## config.mk

```make
export PLATFORM = sky130hd
export DESIGN_NAME = ccm_ctr_stream_engine
export DESIGN_NICKNAME = d
export VERILOG_FILES = /design/src/rtl/ccm_ctr_pkg.sv /design/src/rtl/ccm_ctr_ks_fifo.sv /design/src/rtl/ccm_ctr_stream_engine.sv
export SDC_FILE = /design/constraint.sdc
export NUM_CORES = 1
export LEC_CHECK = 0
export ABC_AREA = 1
export BUFFER_PORTS_ARGS = -buffer_cell sky130_fd_sc_hd__buf_2
export CORE_UTILIZATION = 25
export DETAILED_ROUTE_END_ITERATION = 7
export GPL_ROUTABILITY_DRIVEN = 0
export GPL_TIMING_DRIVEN = 0
export PLACE_DENSITY = 0.5
export SLEW_MARGIN = 25
export SYNTH_ARGS = -nofsm -noshare
export SYNTH_HDL_FRONTEND = slang
export SYNTH_HIERARCHICAL = 1
export SYNTH_SLANG_ARGS = --single-unit
```

## constraint.sdc

```tcl
create_clock -name clk -period 15.9 [get_ports clk]
set_input_delay 1.59 -clock clk [delete_from_list [all_inputs] [get_ports clk]]
set_output_delay 1.59 -clock clk [all_outputs]
set_load 0.02 [all_outputs]
```

## src/rtl/ccm_ctr_pkg.sv

```systemverilog
// rtl/ccm_ctr_pkg.sv - shared types and helpers for the CCM CTR stream engine
package ccm_ctr_pkg;

    localparam int AES_BLK_W = 128;

    typedef enum logic [1:0] {
        ST_IDLE  = 2'd0,
        ST_RUN   = 2'd1,
        ST_DRAIN = 2'd2,
        ST_ERR   = 2'd3
    } state_t;

    function automatic int beats_per_blk(input int data_w);
        return AES_BLK_W / data_w;
    endfunction

    // LSB-aligned keep mask for a data_w-bit beat whose first n_bytes bytes (MSB end) are valid.
    function automatic logic [AES_BLK_W-1:0] byte_mask(input int data_w, input int n_bytes);
        logic [AES_BLK_W-1:0] full;
        full = {AES_BLK_W{1'b1}} >> (AES_BLK_W - data_w);
        return full & ~(full >> (8 * n_bytes));
    endfunction

endpackage

```

## src/rtl/ccm_ctr_ks_fifo.sv

```systemverilog
// rtl/ccm_ctr_ks_fifo.sv - keystream block FIFO with flush
module ccm_ctr_ks_fifo
    import ccm_ctr_pkg::*;
#(
    parameter int DEPTH = 2
) (
    input  logic                         clk,
    input  logic                         kill_n,
    input  logic                         push,
    input  logic [AES_BLK_W-1:0]         push_data,
    input  logic                         pop,
    input  logic                         flush,
    output logic [AES_BLK_W-1:0]         head,
    output logic [$clog2(DEPTH+1)-1:0]   count,
    output logic                         empty
);

    localparam int PTR_W = (DEPTH > 1) ? $clog2(DEPTH) : 1;
    localparam logic [PTR_W-1:0] PTR_LAST = PTR_W'(DEPTH - 1);

    logic [AES_BLK_W-1:0] mem [DEPTH];
    logic [PTR_W-1:0]     rd_ptr;
    logic [PTR_W-1:0]     wr_ptr;

    function automatic logic [PTR_W-1:0] bump(input logic [PTR_W-1:0] p);
        return (p == PTR_LAST) ? '0 : p + 1'b1;
    endfunction

    // Flush overrides a same-cycle push or pop: the whole stream is being abandoned.
    always_ff @(posedge clk) begin
        if (!kill_n || flush) begin
            rd_ptr <= '0;
            wr_ptr <= '0;
            count  <= '0;
        end else begin
            if (push) wr_ptr <= bump(wr_ptr);
            if (pop)  rd_ptr <= bump(rd_ptr);
            case ({push, pop})
                2'b10:   count <= count + 1'b1;
                2'b01:   count <= count - 1'b1;
                default: count <= count;
            endcase
        end
    end

    always_ff @(posedge clk) begin
        if (push) mem[wr_ptr] <= push_data;
    end

    assign head  = mem[rd_ptr];
    assign empty = (count == '0);

endmodule

```

## src/rtl/ccm_ctr_stream_engine.sv

```systemverilog
// rtl/ccm_ctr_stream_engine.sv - CCM CTR-mode keystream generator and XOR datapath
module ccm_ctr_stream_engine
    import ccm_ctr_pkg::*;
#(
    parameter int DATA_W      = 32,
    parameter int WIDTH_NONCE = 104,
    parameter int WIDTH_FLAG  = 8,
    parameter int WIDTH_COUNT = 16,
    parameter int KS_DEPTH    = 2
) (
    input  logic                       clk,
    input  logic                       kill_n,
    input  logic                       start,
    input  logic [WIDTH_NONCE-1:0]     ccm_ctr_nonce,
    input  logic [WIDTH_FLAG-1:0]      ccm_ctr_flag,
    input  logic [WIDTH_COUNT-1:0]     ctr_init,
    input  logic [DATA_W-1:0]          in_data,
    input  logic                       in_valid,
    output logic                       in_ready,
    input  logic                       in_last,
    input  logic [$clog2(DATA_W/8):0]  in_bytes,
    output logic [DATA_W-1:0]          out_data,
    output logic                       out_valid,
    input  logic                       out_ready,
    output logic                       out_last,
    output logic [$clog2(DATA_W/8):0]  out_bytes,
    output logic [AES_BLK_W-1:0]       aes_req_data,
    output logic                       aes_req_valid,
    input  logic                       aes_req_ready,
    input  logic [AES_BLK_W-1:0]       aes_rsp_data,
    input  logic                       aes_rsp_valid,
    output logic                       busy,
    output logic                       ctr_overflow_err
);

    localparam int BPB    = beats_per_blk(DATA_W);
    localparam int BEAT_W = (BPB > 1) ? $clog2(BPB) : 1;
    localparam int CNT_W  = $clog2(KS_DEPTH + 1);
    localparam int SUM_W  = CNT_W + 1;
    localparam logic [BEAT_W-1:0] LAST_BEAT = BEAT_W'(BPB - 1);

    state_t                    state_q, state_d;
    logic [WIDTH_FLAG-1:0]     flag_q;
    logic [WIDTH_NONCE-1:0]    nonce_q;
    logic [WIDTH_COUNT-1:0]    ctr_q;
    logic                      wrap_q, err_q;
    logic [CNT_W-1:0]          osd_q;
    logic [BEAT_W-1:0]         beat_q;
    logic                      out_valid_q, out_last_q;
    logic [DATA_W-1:0]         out_data_q;
    logic [$clog2(DATA_W/8):0] out_bytes_q;

    logic                      fifo_push, fifo_pop, fifo_flush, fifo_empty;
    logic [AES_BLK_W-1:0]      fifo_head, ks_shift;
    logic [CNT_W-1:0]          fifo_count;
    logic [DATA_W-1:0]         ks_slice, beat_mask, out_next;
    logic                      start_ok, req_fire, rsp_take, in_fire, blk_done, starve_err;

    assign start_ok   = start && (state_q == ST_IDLE || state_q == ST_ERR);
    assign aes_req_valid = (state_q == ST_RUN) && !wrap_q &&
                           (({1'b0, fifo_count} + {1'b0, osd_q}) < SUM_W'(KS_DEPTH));
    assign aes_req_data  = {flag_q, nonce_q, ctr_q};
    assign req_fire   = aes_req_valid && aes_req_ready;
    // With nothing outstanding a response is stale (e.g. issued before a kill) and is ignored.
    assign rsp_take   = aes_rsp_valid && (osd_q != '0);
    assign in_ready   = (state_q == ST_RUN) && !fifo_empty && (!out_valid_q || out_ready);
    assign in_fire    = in_valid && in_ready;
    assign blk_done   = in_fire && (in_last || beat_q == LAST_BEAT);
    assign starve_err = (state_q == ST_RUN) && wrap_q && fifo_empty && (osd_q == '0) && in_valid;

    assign fifo_push  = rsp_take && (state_q == ST_RUN);
    assign fifo_pop   = blk_done;
    assign fifo_flush = (in_fire && in_last) || starve_err;

    ccm_ctr_ks_fifo #(
        .DEPTH(KS_DEPTH)
    ) u_ks_fifo (
        .clk       (clk),
        .kill_n    (kill_n),
        .push      (fifo_push),
        .push_data (aes_rsp_data),
        .pop       (fifo_pop),
        .flush     (fifo_flush),
        .head      (fifo_head),
        .count     (fifo_count),
        .empty     (fifo_empty)
    );

    assign ks_shift  = fifo_head << (beat_q * DATA_W);
    assign ks_slice  = ks_shift[AES_BLK_W-1 -: DATA_W];
    assign beat_mask = in_last ? DATA_W'(byte_mask(DATA_W, int'(in_bytes))) : '1;
    assign out_next  = (in_data ^ ks_slice) & beat_mask;

    always_comb begin
        state_d = state_q;
        case (state_q)
            ST_IDLE:  if (start_ok) state_d = ST_RUN;
            ST_RUN: begin
                if (starve_err)              state_d = ST_ERR;
                else if (in_fire && in_last) state_d = ST_DRAIN;
            end
            ST_DRAIN: if (osd_q == '0 && (!out_valid_q || out_ready)) state_d = ST_IDLE;
            ST_ERR:   if (start_ok) state_d = ST_RUN;
            default:  state_d = ST_IDLE;
        endcase
    end

    always_ff @(posedge clk) begin
        if (!kill_n) begin
            state_q     <= ST_IDLE;
            flag_q      <= '0;
            nonce_q     <= '0;
            ctr_q       <= '0;
            wrap_q      <= 1'b0;
            err_q       <= 1'b0;
            osd_q       <= '0;
            beat_q      <= '0;
            out_valid_q <= 1'b0;
            out_last_q  <= 1'b0;
            out_data_q  <= '0;
            out_bytes_q <= '0;
        end else begin
            state_q <= state_d;
            if (start_ok) begin
                flag_q  <= ccm_ctr_flag;
                nonce_q <= ccm_ctr_nonce;
                ctr_q   <= ctr_init;
                wrap_q  <= 1'b0;
                err_q   <= 1'b0;
                beat_q  <= '0;
            end else if (req_fire) begin
                ctr_q <= ctr_q + 1'b1;
                if (&ctr_q) wrap_q <= 1'b1;
            end
            if (starve_err) err_q <= 1'b1;
            osd_q <= osd_q + CNT_W'(req_fire) - CNT_W'(rsp_take);
            if (blk_done)     beat_q <= '0;
            else if (in_fire) beat_q <= beat_q + 1'b1;
            if (in_fire) begin
                out_valid_q <= 1'b1;
                out_data_q  <= out_next;
                out_last_q  <= in_last;
                out_bytes_q <= in_bytes;
            end else if (out_ready) begin
                out_valid_q <= 1'b0;
            end
        end
    end

    assign out_valid        = out_valid_q;
    assign out_data         = out_data_q;
    assign out_last         = out_last_q;
    assign out_bytes        = out_bytes_q;
    assign busy             = (state_q != ST_IDLE);
    assign ctr_overflow_err = err_q;

endmodule
```

# Yosys cells after proc, flatten, opt, wreduce, memory -nomap -nowiden
# Memories as Yosys holds them, arrays and structs flattened. A register that Yosys moved wholly into a read port is not among the register bits.
# Index checks and enable logic that the tools add are counted.
dict set report word_totals {
  register_bits 177
  ram_bits 256
  out_inout_bits 169
  word_cells 102
  memories 1
}
# memory words width read_ports rd_ports_with_merged_regs wr line_no
set mem_list {}
lappend mem_list {u_ks_fifo.mem 2 128 1 1 1 ccm_ctr_ks_fifo.sv:21} ;# logic [AES_BLK_W-1:0] mem [DEPTH];
dict set report op_classes {
  add_sub_neg 9
  magnitude_cmp 1
  eq_ne 9
  shift 2
  muxes 21
  bitwise 4
  reduce_logical 40
}
# operator count
set op_table {}
lappend op_table {{$shl 128x7->128} 1}
lappend op_table {{$and 32x32->32} 1}
lappend op_table {{$mux 16} 2}
lappend op_table {{$mux 32} 1}
lappend op_table {{$not 32->32} 1}
lappend op_table {{$shr 32x6->32 const A} 1}
lappend op_table {{$xor 32x32->32} 1}
lappend op_table {{$reduce_and 17->1} 1}
lappend op_table {{$add 16x1->16 const B} 1}
lappend op_table {{$logic_and 1x1->1} 16}
lappend op_table {{$reduce_bool 2->1} 7}
lappend op_table {{$mux 2} 6}
lappend op_table {{$mux 1} 10}
lappend op_table {{$eq 2x2->1 const B} 4}
lappend op_table {{$logic_not 2->1} 3}
lappend op_table {{$pmux 2 s3} 1}
lappend op_table {{$reduce_or 2->1} 3}
lappend op_table {{$logic_or 1x1->1} 5}
lappend op_table {{$add 2x1->2 const B} 2}
lappend op_table {{$eq 2x1->1 const B} 2}
lappend op_table {{$logic_not 1->1} 4}
lappend op_table {{$pmux 2 s2} 1}
lappend op_table {{$add 2x2->3} 1}
lappend op_table {{$lt 3x2->1 const B} 1}
lappend op_table {{9 further kinds} 10}

# Depth between registers and ports, before layout
dict set report logic_depth {
  ltp_word 9
  mapped_depth 15
}

# Hierarchy
# The synthesis kept the hierarchy.
# module n_inst cells_per_inst area_each_um2 seq_area_each_um2
set by_module_without_submodules {}
lappend by_module_without_submodules {ccm_ctr_ks_fifo 1 429 9525.4 7787.5}
lappend by_module_without_submodules {ccm_ctr_stream_engine 1 1209 8101.5 3463.3}

# Worst setup path before layout
# OpenSTA, ideal clock, no wires.
dict set report synth_path {
  path_type {input to register}
  startpoint {in aes_rsp_valid}
  endpoint {mem u_ks_fifo.mem[0][0] (enable)}
  t_arrival_ns 7.297
  setup_slack_ns 7.987
  path_stages 4
  path_buffers 0
  cell_sequence {inv_1 nor3_1 inv_1 nor2_1}
}
dict set report synth_between {
  elab_chain_len 4
}
# item line_no
set synth_rtl {}
lappend synth_rtl {{from (decl)} ccm_ctr_stream_engine.sv:31} ;# input logic aes_rsp_valid,
lappend synth_rtl {{$logic_and 1x1->1} ccm_ctr_stream_engine.sv:65} ;# assign rsp_take = aes_rsp_valid && (osd_q != '0);
lappend synth_rtl {{$logic_and 1x1->1} ccm_ctr_stream_engine.sv:71} ;# assign fifo_push = rsp_take && (state_q == ST_RUN);
lappend synth_rtl {{named net fifo_push} ccm_ctr_stream_engine.sv:53} ;# logic fifo_push, fifo_pop, fifo_flush, fifo_empty;
lappend synth_rtl {{$mux 1} ccm_ctr_ks_fifo.sv:47} ;# if (push) mem[wr_ptr] <= push_data;
lappend synth_rtl {{$mux 1 (not written as such)} ccm_ctr_ks_fifo.sv:47}
lappend synth_rtl {{to (decl)} ccm_ctr_ks_fifo.sv:21}
# The timed path passes the listed nets, and every way through them passes these cells.

# Worst setup path after layout
dict set report layout_path {
  startpoint {in out_ready}
  endpoint {out in_ready}
}
dict set report layout_between {
  elab_chain_len 2
}
# item line_no
set layout_rtl {}
lappend layout_rtl {{from (decl)} ccm_ctr_stream_engine.sv:24} ;# input logic out_ready,
lappend layout_rtl {{$logic_or 1x1->1} ccm_ctr_stream_engine.sv:66} ;# assign in_ready = (state_q == ST_RUN) && !fifo_empty && (!out_valid_q || out_ready);
lappend layout_rtl {{$logic_and 1x1->1} ccm_ctr_stream_engine.sv:66}
lappend layout_rtl {{to (decl)} ccm_ctr_stream_engine.sv:19} ;# output logic in_ready,
# No other way between the ends.

==> reports/results.tsv <==
stage	metric	value	unit
power_and_ir_drop	vdd_drop_max	74.59	uV
floorplanning	core_area	0.06919	mm^2
detailed_routing	drt_iter0_drc	767	
power_and_ir_drop	clock_power_share	0.377	
layout	nets	2475	
sta	worst_pin_slew	0.9929	ns
power_and_ir_drop	p_switching	1.010	mW
clock_tree	cts_tree	yes	
sta	fin_skew	0.02815	ns
global_routing	grtUsageMet3	0.04321	
logic_synthesis	synthFlopType	edfxtp_1	
logic_synthesis	synth.top_cell.area_share	0.4361	
logic_synthesis	synth_common_cells	nand2_1, nor2_1, edfxtp_1, dfxtp_1, mux2_2	
sta	slew_viol_final	0	
clock_tree	clk_pin_slew_worst_paths	0.06	ns
detailed_routing	firstDrtPassIters	4	
hold_path	min_path_type	reg2reg	
logic_synthesis	synth_seq_cells	434	
global_routing	antenna_found_initial	23	
run_status	status	complete, no violations	
logic_synthesis	netlist_instances	1638	
detailed_routing	drc	0	
floorplanning	die_w	267.5	um
sta	relSlewSlack	0.3381	
logic_synthesis	yosysMostFrequentCell	nand2_1	
logic_synthesis	yosysTopAreaCell	edfxtp_1	
worst_setup_path	crit_family	buffers and inverters	
worst_setup_path	reg2reg_depth	9	
sta	hold_ws	0.4620	ns
floorplanning	die-area	0.07157	mm^2
clock_tree	cts-buffers-inserted	52	
worst_setup_path	worst-path-stages	6	
logic_synthesis	synth_warnings	6	
sta	setup_tns	0	ns
logic_synthesis	synth-edff-count	256	
clock_tree	cts-hold-fix-buffers	0	
clock_tree	cts.sinks	434	
worst_setup_path	worstPathArrival	2.17	ns
logic_synthesis	synthTopCellsByArea	edfxtp_1, dfxtp_1, mux2_2	
logic_synthesis	synthArstFlopShare	0	
sta	finalHoldViolCount	0	
detailed_routing	vias_per_cell	4.348	
global_routing	gr-usage-met1	0.1923	
global_routing	grt.total_usage	0.1557	
clock_tree	cts-resized-gates	0	
power_and_ir_drop	p_leak	9.561	nW
hold_path	hold_depth	2	
flow_run	maxCapViolCount	0	
layout	area_growth	31.27	%
sta	fmax	265.8	MHz
floorplanning	rows	96	
power_and_ir_drop	p_per_area	143.2	mW/mm^2
global_routing	grt_remaining_overflow	0	
clock_tree	cts_buffer_depth	3	
sta	period_share	0.2367	
logic_synthesis	synth_area	0.01763	mm^2
logic_synthesis	synth_area_per_cell	10.76	um^2
floorplanning	initial_utilization	0.2548	
floorplanning	die_h	267.5	um
worst_setup_path	worst_setup_path_end_kind	primary output	
clock_tree	worstSkewPairLatency	0.61	ns
worst_setup_path	crit_fanout	3	
detailed_routing	drt-wirelength-per-cell	18.41	um
worst_setup_path	slowest_delay	0.16	ns
worst_setup_path	timing.setup.critical_path_class	in2out	
power_and_ir_drop	pwr-share-seq	0.422	
power_and_ir_drop	combPwrFrac	0.201	
detailed_routing	vias	13670	
detailed_routing	wl	57900	um
worst_setup_path	crit_chain	buf_2 > inv_1 > nand2_1 > nand2_2 > inv_1 > buf_2	
power_and_ir_drop	swShare	0.3046	
layout	post-route-util	0.3344	
logic_synthesis	syn_nets	1947	
worst_setup_path	worstPathRequired	14.31	ns
worst_setup_path	start_kind	input pin	
layout	drive_gt1_frac	0.3385	
floorplanning	io_pins	468	
global_routing	grt_pass1_vias	13590	
clock_tree	cts_root_buf	clkbuf_16	
global_routing	grt_busiest_layer	met2	
clock_tree	cts_setup_buffers	0	
logic_synthesis	netlist-cell-type-count	34	
global_routing	grt_max_degree	85	
global_routing	grt_pass1_wl	82910	um
worst_setup_path	critPathBufInv	4	
sta	setup_viol	0	
placement	place_hpwl	43430	um
sta	min_period	3.763	ns
logic_synthesis	synth.yosys.seq_area_share	0.6383	
placement	io_buffers	467	
sta	rsz0062_at_grt	false	
global_routing	use_met2	0.2640	
detailed_routing	final_antenna_net_count	0	
clock_tree	htreeDepth	2	
worst_setup_path	slowest_stage	buf_2	
power_and_ir_drop	p_int	2.305	mW
## placed cells by master (no fill, tap or decap), types with 2 or more instances in the layout
cell | netlist | layout
xnor2_1 | 22 | 22
a21oi_1 | 60 | 60
nor2_2 | 2 | 2
ha_1 | 9 | 9
buf_1 | 3 | 3
nand2_1 | 294 | 294
nand3_1 | 95 | 95
inv_16 | 0 | 2
inv_2 | 4 | 4
o21ai_0 | 122 | 122
diode_2 | 0 | 7
dfxtp_1 | 178 | 178
nand4_1 | 6 | 6
inv_1 | 56 | 55
clkbuf_1 | 38 | 47
bufinv_16 | 0 | 7
nand2_2 | 3 | 3
clkbuf_16 | 0 | 52
nand2_4 | 3 | 3
nor2_1 | 279 | 278
edfxtp_1 | 256 | 256
clkinv_1 | 0 | 3
buf_6 | 8 | 8
clkinv_2 | 0 | 8
o211ai_1 | 2 | 2
xor2_1 | 7 | 7
mux2_2 | 128 | 128
inv_6 | 0 | 5
a31oi_1 | 3 | 3
buf_2 | 23 | 490
buf_4 | 6 | 6
nor3_1 | 7 | 7
o21ai_1 | 9 | 9
clkbuf_8 | 8 | 15
buf_12 | 0 | 4
buf_16 | 0 | 3
## metal layers
metal,vias to the layer above,part of all wire
li1,6639,-
met1,6467,0.43
met2,435,0.48
met3,105,0.071
met4,28,0.021
met5,-,0.0030
## logic make-up (layout without fill, tap and decap cells)
family          Yosys count  count (layout)  share of synthesized area
mux                     128             128                    0.08177
fa+ha+maj                10              10                   0.007524
compound gates          199             199                    0.05743
flops                   434             434                     0.6383
xor+xnor                 29              29                    0.01441
buf+inv                 147             716                    0.04231
other cells               0               7                          0
simple gates            691             691                     0.1583
## cell type report
cell class / count / area (um^2)
repair buffers: 474 / 2500
clock inverters: 27 / 382.9
well taps: 931 / 1165
fillers: 7170 / 46050
inverters: 61 / 239.0
plain buffers: 86 / 514.2
multi-input cells: 1057 / 5638
flip-flops and latches: 434 / 11250
diodes: 7 / 17.52
clock buffers: 68 / 1431
## worst paths after layout
path / start / end / slack, ns
setup reg to reg: state_q[1] / u_ks_fifo/mem[0][90] / 13.34
setup / recovery: out_ready / in_ready / 12.14
hold reg to reg: out_data[13] / out_data[13] / 0.46
hold / removal: out_data[13] / out_data[13] / 0.46
## registers in the layout, indices dropped and copies added (netlist names), 2 cells and up, named ones only
name             count
beat_q               2
out_data            32
u_ks_fifo/count      2
state_q              2
osd_q                2
ctr_q               16
out_bytes            3
flag_q               8
nonce_q            104
u_ks_fifo/mem      256
## power by group through the flow
stage               Combinational (mW)  Sequential [mW]  Clock [mW]
floorplan                        0.287             1.53           0
finish                           0.667             1.40        1.25
global route                     0.734             1.41        1.33
CTS                              0.674             1.40        1.29
detailed placement               0.672             1.42           0
global placement                 0.652             1.43           0
## per-stage QoR
step,total power [mW],worst slack (ns),cells,area (um^2)
2_1_floorplan,1.818,7.987,1638,17630
3_5_place_dp,2.092,12.13,3043,21310
6_report,3.314,12.14,3145,23140
5_1_grt,3.472,12.10,3141,23130
4_1_cts,3.357,12.13,3138,23120
3_3_place_gp,2.078,3.964,3036,21130
## tightest hold or removal path: stages (launching register included)
cell and delay (ns):
dfxtp_1 0.30, nand2_1 0.06, a21oi_1 0.05
Note: power is estimated with default switching activity, not from simulation.
